`config.mk`:
```
export PLATFORM = sky130hd
export DESIGN_NAME = div_ctrl_flat
export DESIGN_NICKNAME = d
export VERILOG_FILES = /design/src/rtl/div_ctrl_pkg.sv /design/src/rtl/div_ctrl_if.sv /design/src/rtl/div_iter_cnt.sv /design/src/rtl/div_ctrl.sv /design/src/flat_wrapper.sv
export SDC_FILE = /design/constraint.sdc
export NUM_CORES = 1
export LEC_CHECK = 0
export ABC_CLOCK_PERIOD_IN_PS = 1900
export BUFFER_PORTS_ARGS = -buffer_cell sky130_fd_sc_hd__buf_2
export CELL_PAD_IN_SITES_DETAIL_PLACEMENT = 1
export CELL_PAD_IN_SITES_GLOBAL_PLACEMENT = 1
export CORE_MARGIN = 2
export CORE_UTILIZATION = 34
export CTS_CLUSTER_DIAMETER = 80
export DETAILED_ROUTE_END_ITERATION = 16
export PLACE_DENSITY = 0.83
export REMOVE_ABC_BUFFERS = 1
export SLEW_MARGIN = 20
export SYNTH_ARGS = -nofsm -noshare
export SYNTH_HDL_FRONTEND = slang
export SYNTH_SLANG_ARGS = --single-unit
export TNS_END_PERCENT = 10
```
`constraint.sdc`:
```
create_clock -name clk -period 1.9 [get_ports clk]
set_clock_uncertainty 0.15 [all_clocks]
set_input_delay 0.38 -clock clk [delete_from_list [all_inputs] [get_ports clk]]
set_output_delay 0.38 -clock clk [all_outputs]
set_load 0.03 [all_outputs]
```
`src/rtl/div_ctrl_pkg.sv`:
```
// div_ctrl_pkg: shared state encoding, iteration default and counter width helper for the divider controller
package div_ctrl_pkg;
  localparam int ITER_DEF = 8;
  typedef logic [3:0] state_t;
  localparam state_t S_IDLE   = 4'd0;
  localparam state_t S_LOAD_A = 4'd1;
  localparam state_t S_LOAD_Q = 4'd2;
  localparam state_t S_LOAD_M = 4'd3;
  localparam state_t S_CHECK  = 4'd4;
  localparam state_t S_SHIFT  = 4'd5;
  localparam state_t S_EVAL   = 4'd6;
  localparam state_t S_OUT_Q  = 4'd7;
  localparam state_t S_OUT_A  = 4'd8;
  localparam state_t S_DONE   = 4'd9;
  localparam state_t S_ERR    = 4'd10;
  function automatic int cnt_w(input int n);
    return n > 1 ? $clog2(n) : 1;
  endfunction
endpackage

```
`src/rtl/div_ctrl_if.sv`:
```
// div_ctrl_if: request, datapath status and control-word bundle between datapath (master) and controller (slave)
interface div_ctrl_if;
  logic start;
  logic diff_neg;
  logic m_zero;
  logic c0;
  logic c1;
  logic c2;
  logic c3;
  logic c4;
  logic c5;
  logic c6;
  logic c7;
  logic c8;
  logic busy;
  logic done;
  logic err;
  modport master (
    output start, diff_neg, m_zero,
    input  c0, c1, c2, c3, c4, c5, c6, c7, c8, busy, done, err
  );
  modport slave (
    input  start, diff_neg, m_zero,
    output c0, c1, c2, c3, c4, c5, c6, c7, c8, busy, done, err
  );
endinterface

```
`src/rtl/div_iter_cnt.sv`:
```
// div_iter_cnt: shift/subtract pass counter that holds at ITER-1 and flags the final pass
module div_iter_cnt
  import div_ctrl_pkg::*;
#(
  parameter int ITER = ITER_DEF
) (
  input  logic clk,
  input  logic rst_b,
  input  logic clr,
  input  logic inc,
  output logic last
);
  localparam int W = cnt_w(ITER);
  localparam logic [W-1:0] LAST = W'(ITER - 1);
  logic [W-1:0] cnt;
  // count EVAL passes; stopping at the final value keeps the counter from wrapping
  always_ff @(posedge clk or negedge rst_b)
    if (!rst_b) cnt <= '0;
    else if (clr) cnt <= '0;
    else if (inc && !last) cnt <= cnt + W'(1);
  assign last = cnt == LAST;
endmodule

```
`src/rtl/div_ctrl.sv`:
```
// div_ctrl: restoring-division sequencer driving the A/Q/M datapath control word
module div_ctrl
  import div_ctrl_pkg::*;
#(
  parameter int ITER = ITER_DEF
) (
  input logic     clk,
  input logic     rst_b,
  div_ctrl_if.slave bus
);
  state_t state;
  state_t nxt;
  logic   last;
  div_iter_cnt #(.ITER(ITER)) u_cnt (
    .clk  (clk),
    .rst_b(rst_b),
    .clr  (state == S_CHECK),
    .inc  (state == S_EVAL),
    .last (last)
  );
  // state register; reset abandons any division in flight
  always_ff @(posedge clk or negedge rst_b)
    if (!rst_b) state <= S_IDLE;
    else state <= nxt;
  // sequencing: fixed load/output steps around a SHIFT/EVAL loop of ITER passes
  always_comb begin
    nxt = S_IDLE;
    case (state)
      S_IDLE:   nxt = bus.start ? S_LOAD_A : S_IDLE;
      S_LOAD_A: nxt = S_LOAD_Q;
      S_LOAD_Q: nxt = S_LOAD_M;
      S_LOAD_M: nxt = S_CHECK;
      S_CHECK:  nxt = bus.m_zero ? S_ERR : S_SHIFT;
      S_SHIFT:  nxt = S_EVAL;
      S_EVAL:   nxt = last ? S_OUT_Q : S_SHIFT;
      S_OUT_Q:  nxt = S_OUT_A;
      S_OUT_A:  nxt = S_DONE;
      default:  nxt = S_IDLE;
    endcase
  end
  // control word decoded from state; only the A write-back and Q[0] set look at the adder sign
  assign bus.c0   = state == S_LOAD_A;
  assign bus.c1   = state == S_LOAD_Q;
  assign bus.c2   = state == S_LOAD_M;
  assign bus.c3   = state == S_EVAL && !bus.diff_neg;
  assign bus.c4   = state == S_EVAL;
  assign bus.c5   = state == S_EVAL && !bus.diff_neg;
  assign bus.c6   = state == S_SHIFT;
  assign bus.c7   = state == S_OUT_Q;
  assign bus.c8   = state == S_OUT_A;
  assign bus.busy = state != S_IDLE;
  assign bus.done = state == S_DONE;
  assign bus.err  = state == S_ERR;
endmodule

```
`src/flat_wrapper.sv`:
```
// flat-port wrapper written by rule: the top's interface ports become plain ports
module div_ctrl_flat import div_ctrl_pkg::*;
#(
  parameter int ITER = ITER_DEF
)
  (clk, rst_b, bus_start, bus_diff_neg, bus_m_zero, bus_c0, bus_c1, bus_c2, bus_c3, bus_c4, bus_c5, bus_c6, bus_c7, bus_c8, bus_busy, bus_done, bus_err);
  div_ctrl_if bus_i ();
  input logic clk;
  input logic rst_b;
  input wire logic [$bits(bus_i.start)-1:0] bus_start;
  input wire logic [$bits(bus_i.diff_neg)-1:0] bus_diff_neg;
  input wire logic [$bits(bus_i.m_zero)-1:0] bus_m_zero;
  output wire logic [$bits(bus_i.c0)-1:0] bus_c0;
  output wire logic [$bits(bus_i.c1)-1:0] bus_c1;
  output wire logic [$bits(bus_i.c2)-1:0] bus_c2;
  output wire logic [$bits(bus_i.c3)-1:0] bus_c3;
  output wire logic [$bits(bus_i.c4)-1:0] bus_c4;
  output wire logic [$bits(bus_i.c5)-1:0] bus_c5;
  output wire logic [$bits(bus_i.c6)-1:0] bus_c6;
  output wire logic [$bits(bus_i.c7)-1:0] bus_c7;
  output wire logic [$bits(bus_i.c8)-1:0] bus_c8;
  output wire logic [$bits(bus_i.busy)-1:0] bus_busy;
  output wire logic [$bits(bus_i.done)-1:0] bus_done;
  output wire logic [$bits(bus_i.err)-1:0] bus_err;
  assign bus_i.start = bus_start;
  assign bus_i.diff_neg = bus_diff_neg;
  assign bus_i.m_zero = bus_m_zero;
  assign bus_c0 = bus_i.c0;
  assign bus_c1 = bus_i.c1;
  assign bus_c2 = bus_i.c2;
  assign bus_c3 = bus_i.c3;
  assign bus_c4 = bus_i.c4;
  assign bus_c5 = bus_i.c5;
  assign bus_c6 = bus_i.c6;
  assign bus_c7 = bus_i.c7;
  assign bus_c8 = bus_i.c8;
  assign bus_busy = bus_i.busy;
  assign bus_done = bus_i.done;
  assign bus_err = bus_i.err;
  div_ctrl #(.ITER(ITER)) u_core (.clk(clk), .rst_b(rst_b), .bus(bus_i));
endmodule
```
==> results.md, run 1 <==
* Setup ws final at -0.00787 ns
* Drt first-iter violations at 4
* Antenna-violating nets left at 0
* Final instance area at 731 µm²
* DPL Wire Length at 966 µm
* Power density cells at 1870 nW/µm²
* Final Util at 0.503
* Vias post-DR at 534
* Sequential fraction of the synthesis area at 0.341
* Critical Path Source: u_core.state[0]
* Vias in the first global route at 532
* Synth Area in Simple Gates at 0.388
* TritonCTS Buffers at 3
* N_diodes at 0
* Sw Pwr at 0.647 mW
* RSZ-0062 raised after global routing: yes
* Synth cell types at 24
* Clk_lat worst skew at 0.24 ns
* Core Box Area at 1450 µm²
* Yosys Warn Count at 0
* Fmax at 0.524 GHz
* Critical path class: reg2out
* Compound-Gate Fraction of Synth Area at 0.122
* IO Count at 17
* Fraction of synthesized area in multiplexers at 0
* R2R setup slack at 0.31 ns
* DR DRC count at 0
* Critical path launch point type: flip-flop
* Failing checks: negative setup slack
* Row cnt at 14
* DR WL/cell at 15.3 µm
* Final TNS setup at -0.00787 ns
* Die Wd at 42.8 µm
* Main combinational cell family by area after synthesis: simple AND/OR/NAND/NOR gates
* Reg clk slew, reported paths at 0.05 ns
* Pint at 0.717 mW
* Post-Synth XOR/XNOR Area at 0.0171
* Mean number of vias per cell at 5.24
* Avg Cell Area, Syn at 8.69 µm²
* Worst EP arrival at 1.38 ns
* Worst-Margin Slew at 0.322 ns
* Most frequent cells in the layout: 14 x buf_4, 11 x buf_2, 8 x nand3_1
* Final hold viol count at 0
* Max clock buf depth at 2
* Nets at 94
* Placed inst area at 608 µm²
* Relative slew slack at 0.785
* Drt pass-1 iters at 2
* Initial core utilization at 0.353
* Number of port buffers at 16
* H-tree depth at 1
* Flops & latches, synth at 7
* Crit path time final at 1.91 ns
* Critical Path End Type: primary output
* Grt total ovfl at 0
* Max-slew violations at 0
* CTS tree: yes
* Placed insts at 90
* Finished Layout Cells at 102
* Initial antenna violation count at 0
* Clk pwr share at 0.097
* Synth Cell Area at 513 µm²
* Clock Root Buffer: clkbuf_4
* First-pass GRT wire length at 2560 µm
* Fraction of the mapped netlist area in adder cells at 0.0488
* Die Area at 1840 µm²
* Max-cap violations at 0
* Gpl congestion at 0.730
* Area Growth Syn to Fin at 42.4%
* Switching share of power at 0.475
* Final setup viols at 1
* Peak VDD IR at 821 µV
* Worst hold margin at 0.343 ns
* Total wire length at 1560 µm
* Status: complete, but fails checks
* Fin crit share at 1.00
* Share of cells above drive strength 1 at 0.465
* Final Power at 1.36 mW
* Clk sinks at 7
* Largest net degree at the start of global routing at 9
* Die Y at 42.8 µm
* Reg power frac at 0.242
* Worst slack at placement at 0.135 ns
* Logic gate share of total power at 0.660
* Leak Pwr at 0.358 nW
* Syn Inst Count at 59
* Commonest non-fill, non-tap cell in the layout: buf_4
* Critical path data required time at 1.37 ns
* Total Routing Usage GR at 0.185
* Hold crit path type: in2async
* Crit path max fanout at 6
* Reg2reg start: u_core.u_cnt.cnt[0]
-- area by class of cell --
| cell class | count | area (µm²) |
|---|---|---|
| fillers | 178 | 723 |
| multi-input cells | 46 | 308 |
| repair buffers | 29 | 196 |
| flip-flops and latches | 7 | 180 |
| clock buffers | 4 | 26.3 |
| well taps | 16 | 20.0 |
-- critical path, stage by stage (launching register included) --
cell	delay, ns
dfrtp_2	0.45
or4_4	0.53
buf_6	0.15
-- power by group through the flow --
stage | Sequential [mW] | Clock (mW) | Combinational, mW
6_report | 0.330 | 0.133 | 0.901
5_1_grt | 0.348 | 0.147 | 0.975
4_1_cts | 0.321 | 0.137 | 0.868
3_5_place_dp | 0.356 | 0 | 0.693
3_3_place_gp | 0.352 | 0 | 0.671
2_1_floorplan | 0.348 | 0 | 0.448
-- Yosys cell counts (all sizes together) --
master | n | share of area
nand2b | 5 | 0.061
o21bai | 2 | 0.029
or2b | 1 | 0.015
nor2 | 5 | 0.037
a211oi | 1 | 0.015
nor2b | 2 | 0.024
dfrtp | 7 | 0.34
nand3b | 1 | 0.015
ha | 2 | 0.049
buf | 5 | 0.076
a21oi | 2 | 0.020
a21o | 1 | 0.015
o21ai | 3 | 0.029
clkbuf | 1 | 0.0073
o21a | 1 | 0.015
nand2 | 1 | 0.0073
nor4b | 1 | 0.046
nand3 | 8 | 0.078
nor3b | 1 | 0.015
or4 | 1 | 0.022
xor2 | 1 | 0.017
nor3 | 7 | 0.068
-- flip-flops by register name, indices dropped and copies added (netlist names) --
| signal | flops |
|---|---|
| u_core.u_cnt.cnt | 3 |
| u_core.state | 4 |
-- worst paths after layout --
path	end	cells past startpoint
max	bus_busy	2
min	u_core.u_cnt.cnt[2]	2
max reg2reg	u_core.u_cnt.cnt[0]	5
min reg2reg	u_core.u_cnt.cnt[1]	2
max in group asynchronous	u_core.state[3]	2
min in group clk	u_core.state[0]	4
-- metal layers --
layer	share of wire	global-route usage	vias to the layer above
met4	0.0077	0.0750	0
met1	0.45	0.215	258
met5	0	0	-
met3	0.020	0.0128	2
li1	-	-	263
met2	0.52	0.342	11
-- timing repair --
action,in CTS,in global routing
endpoints found under the hold margin,7,0
buffers inserted,7,0
endpoints found under the setup margin,9,5
pin swaps,1,0
hold buffers,1,0
resized for setup,6,7
-- logic make-up (layout without fill, tap and decap cells) --
group	count (synthesis)	count (layout)
AOI/OAI and AO/OA	10	10
xor gates and xnor gates	1	1
adders and majority gates	2	2
buffers and inverters	6	33
DFF	7	7
and+or+nand+nor	33	33
No activity file was read; power rests on OpenSTA's default activity.
==> run 2, diff against run 1 <==
Settings changed: ABC_CLOCK_PERIOD_IN_PS 1900 to 2400, CORE_UTILIZATION 34 to 36, PLACE_DENSITY 0.83 to 0.86.
Clock period 1.9 ns to 2.4 ns, I/O delays scaled along.
==> results.md, run 2 (same netlist as run 1, synthesis figures left out) <==
* Status: finished clean
* Final Util at 0.460 (-0.0429)
* Hold crit path type: in2reg
* Fin crit share at 0.934
* Critical path launch point type: flip-flop
* Reg2reg start: u_core.u_cnt.cnt[0]
* Worst hold margin at 0.416 ns (+0.0727 ns)
* Cell Chain, Critical Path: nand2b_1, nor3_1, buf_2
* Row cnt at 13 (-1)
* Hold wc startpoint: bus_m_zero
* Critical Path Source: u_core.state[3]
* Final hold viol count at 0 (unchanged)
* IO Count at 17 (unchanged)
* R2R setup slack at 0.75 ns (+0.44 ns)
* Vias in the first global route at 476 (-11%)
* Cell depth of the worst flop-to-flop path at 5 (unchanged)
* Placed insts at 84 (-6.7%)
* Max-slew violations at 0 (unchanged)
* Most frequent cells in the layout: 16 x buf_2, 8 x nand3_1, 7 x nor3_1, 7 x dfrtp_1
* Worst-Margin Slew at 0.512 ns (+0.190 ns)
* Core Box Area at 1320 µm² (-9.4%)
* Logic gate share of total power at 0.510 (-0.150)
* Largest net degree at the start of global routing at 18 (+9)
* TritonCTS Buffers at 3 (unchanged)
* Nets at 82 (-13%)
* Cts repair resizes at 0 (-6)
* DR DRC count at 0 (unchanged)
* H-tree depth at 1 (unchanged)
* Max clock buf depth at 2 (unchanged)
* Finished Layout Cells at 89 (-13%)
* Clk sinks at 7 (unchanged)
* Largest Register: u_core.state
* Gpl congestion at 0.737 (+1.0%)
* Antenna-violating nets left at 0 (unchanged)
* Power density cells at 1440 nW/µm² (-23%)
* Drt pass-1 iters at 3 (+1)
* Final Power at 0.872 mW (-36%)
* Final TNS setup at 0 ns (+0.00787 ns)
* Sw Pwr at 0.452 mW (-30%)
* Crit path max fanout at 12 (+6)
* First-pass GRT wire length at 2060 µm (-19%)
* Die Wd at 41.8 µm (-2.6%)
* Initial antenna violation count at 0 (unchanged)
* Worst hold path cell count at 3
* Switching share of power at 0.519 (+0.0443)
* Vias post-DR at 488 (-8.6%)
* Area Growth Syn to Fin at 18.0%
* Biggest regs: u_core.state x4, u_core.u_cnt.cnt x3
* Critical path class: reg2out
* N_diodes at 0 (unchanged)
* Final setup viols at 0 (-1)
* Number of port buffers at 16 (unchanged)
* Reg clk slew, reported paths at 0.05 ns (about the same)
* Worst EP arrival at 1.61 ns (+0.23 ns)
* Total Routing Usage GR at 0.152 (-0.0326)
* Die Y at 41.8 µm (-2.6%)
* Drt first-iter violations at 1 (-3)
* Critical path depth at 3 (+1)
* Relative slew slack at 0.659 (-0.126)
* Bufs and invs on worst path at 1 (unchanged)
* Pint at 0.420 mW (-41%)
* Reg power frac at 0.366 (+0.124)
* Fmax at 0.446 GHz
* Share of cells above drive strength 1 at 0.284 (-0.181)
* Die Area at 1740 µm² (-5.0%)
* Max-cap violations at 0 (unchanged)
* Critical path data required time at 1.77 ns (+0.40 ns)
* Max reg flops at 4 (unchanged)
* Clk_lat worst skew at 0.25 ns (about the same)
* Clk pwr share at 0.124 (+0.027)
* Clock Root Buffer: clkbuf_4
* DR WL/cell at 13.3 µm (-13%)
* CTS tree: yes
* Peak VDD IR at 650 µV (-21%)
* Critical Path Max Stage Delay at 0.52 ns (about the same)
* Total wire length at 1180 µm (-24%)
* RSZ-0062 raised after global routing: no
* Leak Pwr at 0.299 nW (-16%)
* Crit path time final at 2.24 ns
* Crit path max-delay cell type: dfrtp_1
* Critical path's top delay family: simple AND/OR/NAND/NOR gates
* Fill count at 167 (-6.2%)
* Critical Path End Type: primary output
* Commonest non-fill, non-tap cell in the layout: buf_2
* Initial core utilization at 0.389 (+0.0365)
* Grt total ovfl at 0 (unchanged)
* Mean number of vias per cell at 5.48 (+4.7%)
* DPL Wire Length at 833 µm (-14%)
==> run 2: cell count changes in the layout (fill, tap and decap cells not counted), sizes merged <==
cell / change
clkbuf: -2
buf: -10
==> run 2: repair_timing <==
item,4_1_cts,5_1_grt
hold buffers,1,0
endpoints found under the setup margin,0,0
endpoints found under the hold margin,7,0
setup buffers,0,0
==> run 2: cell type report <==
cell class | instances | area (µm²) | share of cell area
Timing Repair Buffer | 17 | 90.1 | 0.149
Tap cell | 15 | 18.8 | 0.0310
Multi-Input combinational cell | 46 | 295 | 0.488
Clock buffer | 4 | 26.3 | 0.0434
Sequential cell | 7 | 175 | 0.289
==> run 2: per-layer routing <==
layer,vias to the layer above,GRT usage,wire length [µm]
li1,242,-,-
met1,228,0.176,546
met5,-,0,0
met3,3,0.0174,42
met4,0,0.0968,21
met2,15,0.263,572
==> run 2: per-stage QoR <==
stage                     worst slack [ns]  cell area (µm²)
final                                0.159              606
after CTS                            0.150              606
after detailed placement             0.421              569
after global placement               0.498              569
after floorplan                     -0.283              470
after global routing                0.0599              606
==> run 2: worst paths after layout <==
kind | endpoint
max | bus_c3
min | u_core.state[1]
max reg2reg | u_core.u_cnt.cnt[1]
min reg2reg | u_core.u_cnt.cnt[0]
max in group asynchronous | u_core.state[0]
min in group asynchronous | u_core.u_cnt.cnt[1]
==> run 2: worst register-to-register path, cell delays in order (launching register included) <==
cell and delay (ns):
dfrtp_1 0.41, ha_1 0.21, ha_1 0.27, nor4b_4 0.31
nand3_1 0.12, nand3_1 0.11
==> run 2: power by group through the flow <==
stage	Sequential, mW	Combinational, mW	Clock, mW
6_report	0.319	0.445	0.108
5_1_grt	0.342	0.489	0.115
4_1_cts	0.319	0.450	0.110
3_5_place_dp	0.322	0.444	0
3_3_place_gp	0.313	0.437	0
2_1_floorplan	0.276	0.354	0
==> run 3, diff against run 2 <==
Settings changed: ABC_CLOCK_PERIOD_IN_PS 2400 to 2300, CORE_UTILIZATION 36 to 34, PLACE_DENSITY 0.86 to 0.83.
Clock period 2.4 ns to 2.3 ns, I/O delays scaled along.
==> results.md, run 3 (same netlist as run 1, synthesis figures left out) <==
* Status: finished clean
* Critical Path End Type: primary output
* Biggest regs: u_core.state x4, u_core.u_cnt.cnt x3
* H-tree depth at 1 (unchanged)
* R2R setup slack at 0.70 ns (-0.05 ns)
* Largest Register: u_core.state
* Die Area at 1840 µm² (+5.3%)
* Finished Layout Cells at 91 (+2.2%)
* RSZ-0062 raised after global routing: no
* Clk_lat worst skew at 0.25 ns (about the same)
* Reg clk slew, reported paths at 0.06 ns (about the same)
* Hold crit path type: in2reg
* CTS tree: yes
* DPL Wire Length at 922 µm (+11%)
* Critical path data required time at 1.69 ns (-0.08 ns)
* N_diodes at 0 (unchanged)
* Final hold viol count at 0 (unchanged)
* Leak Pwr at 0.300 nW (+0.39%)
* Worst-Margin Slew at 0.308 ns (-0.204 ns)
* Row cnt at 14 (+1)
* Crit path time final at 2.08 ns
* Area of the multi-input gates at 298 µm² (+0.85%)
* Max reg flops at 4 (unchanged)
* Placed inst area at 578 µm² (+1.5%)
* Max clock buf depth at 2 (unchanged)
* Initial core utilization at 0.353 (-0.0365)
* Number of port buffers at 16 (unchanged)
* Largest net degree at the start of global routing at 18 (unchanged)
* TritonCTS Buffers at 3 (unchanged)
* Total wire length at 1230 µm (+3.8%)
* Mean number of vias per cell at 5.30 (-3.4%)
* First-pass GRT wire length at 2140 µm (+3.7%)
* Share of cells above drive strength 1 at 0.347 (+0.0629)
* Vias post-DR at 482 (-1.2%)
* Fill count at 188 (+13%)
* Antenna-violating nets left at 0 (unchanged)
* Placed insts at 86 (+2.4%)
* Total Routing Usage GR at 0.156 (+0.00389)
* Grt total ovfl at 0 (unchanged)
* Final TNS setup at 0 ns (unchanged)
* Worst slack at placement at 0.368 ns (-0.0524 ns)
* IO Count at 17 (unchanged)
* Max-slew violations at 0 (unchanged)
* Final instance area at 621 µm² (+2.5%)
* Commonest non-fill, non-tap cell in the layout: buf_2
* Clk sinks at 7 (unchanged)
* Critical path class: reg2out
* Final Util at 0.427 (-0.0328)
* Post-CTS Setup Bufs at 0 (unchanged)
* Clock Root Buffer: clkbuf_4
* Gpl congestion at 0.722 (-2.1%)
* Fmax at 0.480 GHz
* Final setup viols at 0 (unchanged)
* Initial antenna violation count at 0 (unchanged)
* Worst EP arrival at 1.47 ns (-0.14 ns)
* Core Box Area at 1450 µm² (+10%)
* FF/Latch Area at 179 µm² (+2.1%)
* Setup ws final at 0.217 ns (+0.0585 ns)
* Worst hold margin at 0.395 ns (-0.0210 ns)
* Die Y at 42.8 µm (+2.6%)
* Max-cap violations at 0 (unchanged)
* Fin crit share at 0.906
* Crit path max fanout at 12 (unchanged)
* Peak VDD IR at 550 µV (-15%)
* Drt pass-1 iters at 2 (-1)
* Most frequent cells in the layout: 16 x buf_2, 8 x nand3_1, 7 x nor3_1
* Drt first-iter violations at 3 (+2)
* DR WL/cell at 13.5 µm (+1.5%)
* Nets at 83 (+1.2%)
* DR DRC count at 0 (unchanged)
* Die Wd at 42.8 µm (+2.6%)
* Power density cells at 1510 nW/µm² (+5.2%)
* Final Power at 0.940 mW (+7.8%)
* Relative slew slack at 0.794 (+0.136)
* Vias in the first global route at 481 (+1.1%)
* Area Growth Syn to Fin at 21.0%
* Critical path launch point type: flip-flop
run 3: path summary, 6_finish.rpt:
path | from | endpoint | cells past startpoint
setup / recovery | u_core.state[3] | bus_c3 | 3
setup reg to reg | u_core.u_cnt.cnt[0] | u_core.u_cnt.cnt[2] | 5
min in group asynchronous | rst_b | u_core.state[0] | 2
max in group asynchronous | rst_b | u_core.state[2] | 2
hold / removal | bus_m_zero | u_core.state[1] | 3
hold reg to reg | u_core.state[0] | u_core.state[0] | 1
run 3: cell type report:
type,instances,share of cell area
Multi-Input combinational cell,46,0.480
Clock buffer,4,0.0423
Tap cell,16,0.0323
Timing Repair Buffer,18,0.157
Sequential cell,7,0.288
run 3: metal layers:
layer / global-route usage / share of wire / vias up / routed length, µm
met2: 0.248 / 0.48 / 13 / 591
met5: 0 / 0 / - / 0
met1: 0.195 / 0.46 / 229 / 566
met3: 0.0383 / 0.037 / 2 / 46
met4: 0.0750 / 0.018 / 0 / 22
li1: - / - / 238 / -
run 3: where the power goes:
part / switching [mW] / internal, mW / total (mW)
logic: 0.304 / 0.207 / 0.511
clock network: 0.0484 / 0.0664 / 0.115
registers: 0.128 / 0.187 / 0.315
total: 0.480 / 0.460 / 0.940
run 3: repair_timing:
item	4_1_cts	5_1_grt
setup endpoints to repair	0	2
resized for setup	0	4
hold endpoints to repair	7	0
hold buffers	1	0
run 3: worst max-delay path: stages, from the launching register on:
cell      delay (ns)
dfrtp_2         0.49
nand2b_2        0.27
nor3_1          0.22
buf_2           0.24
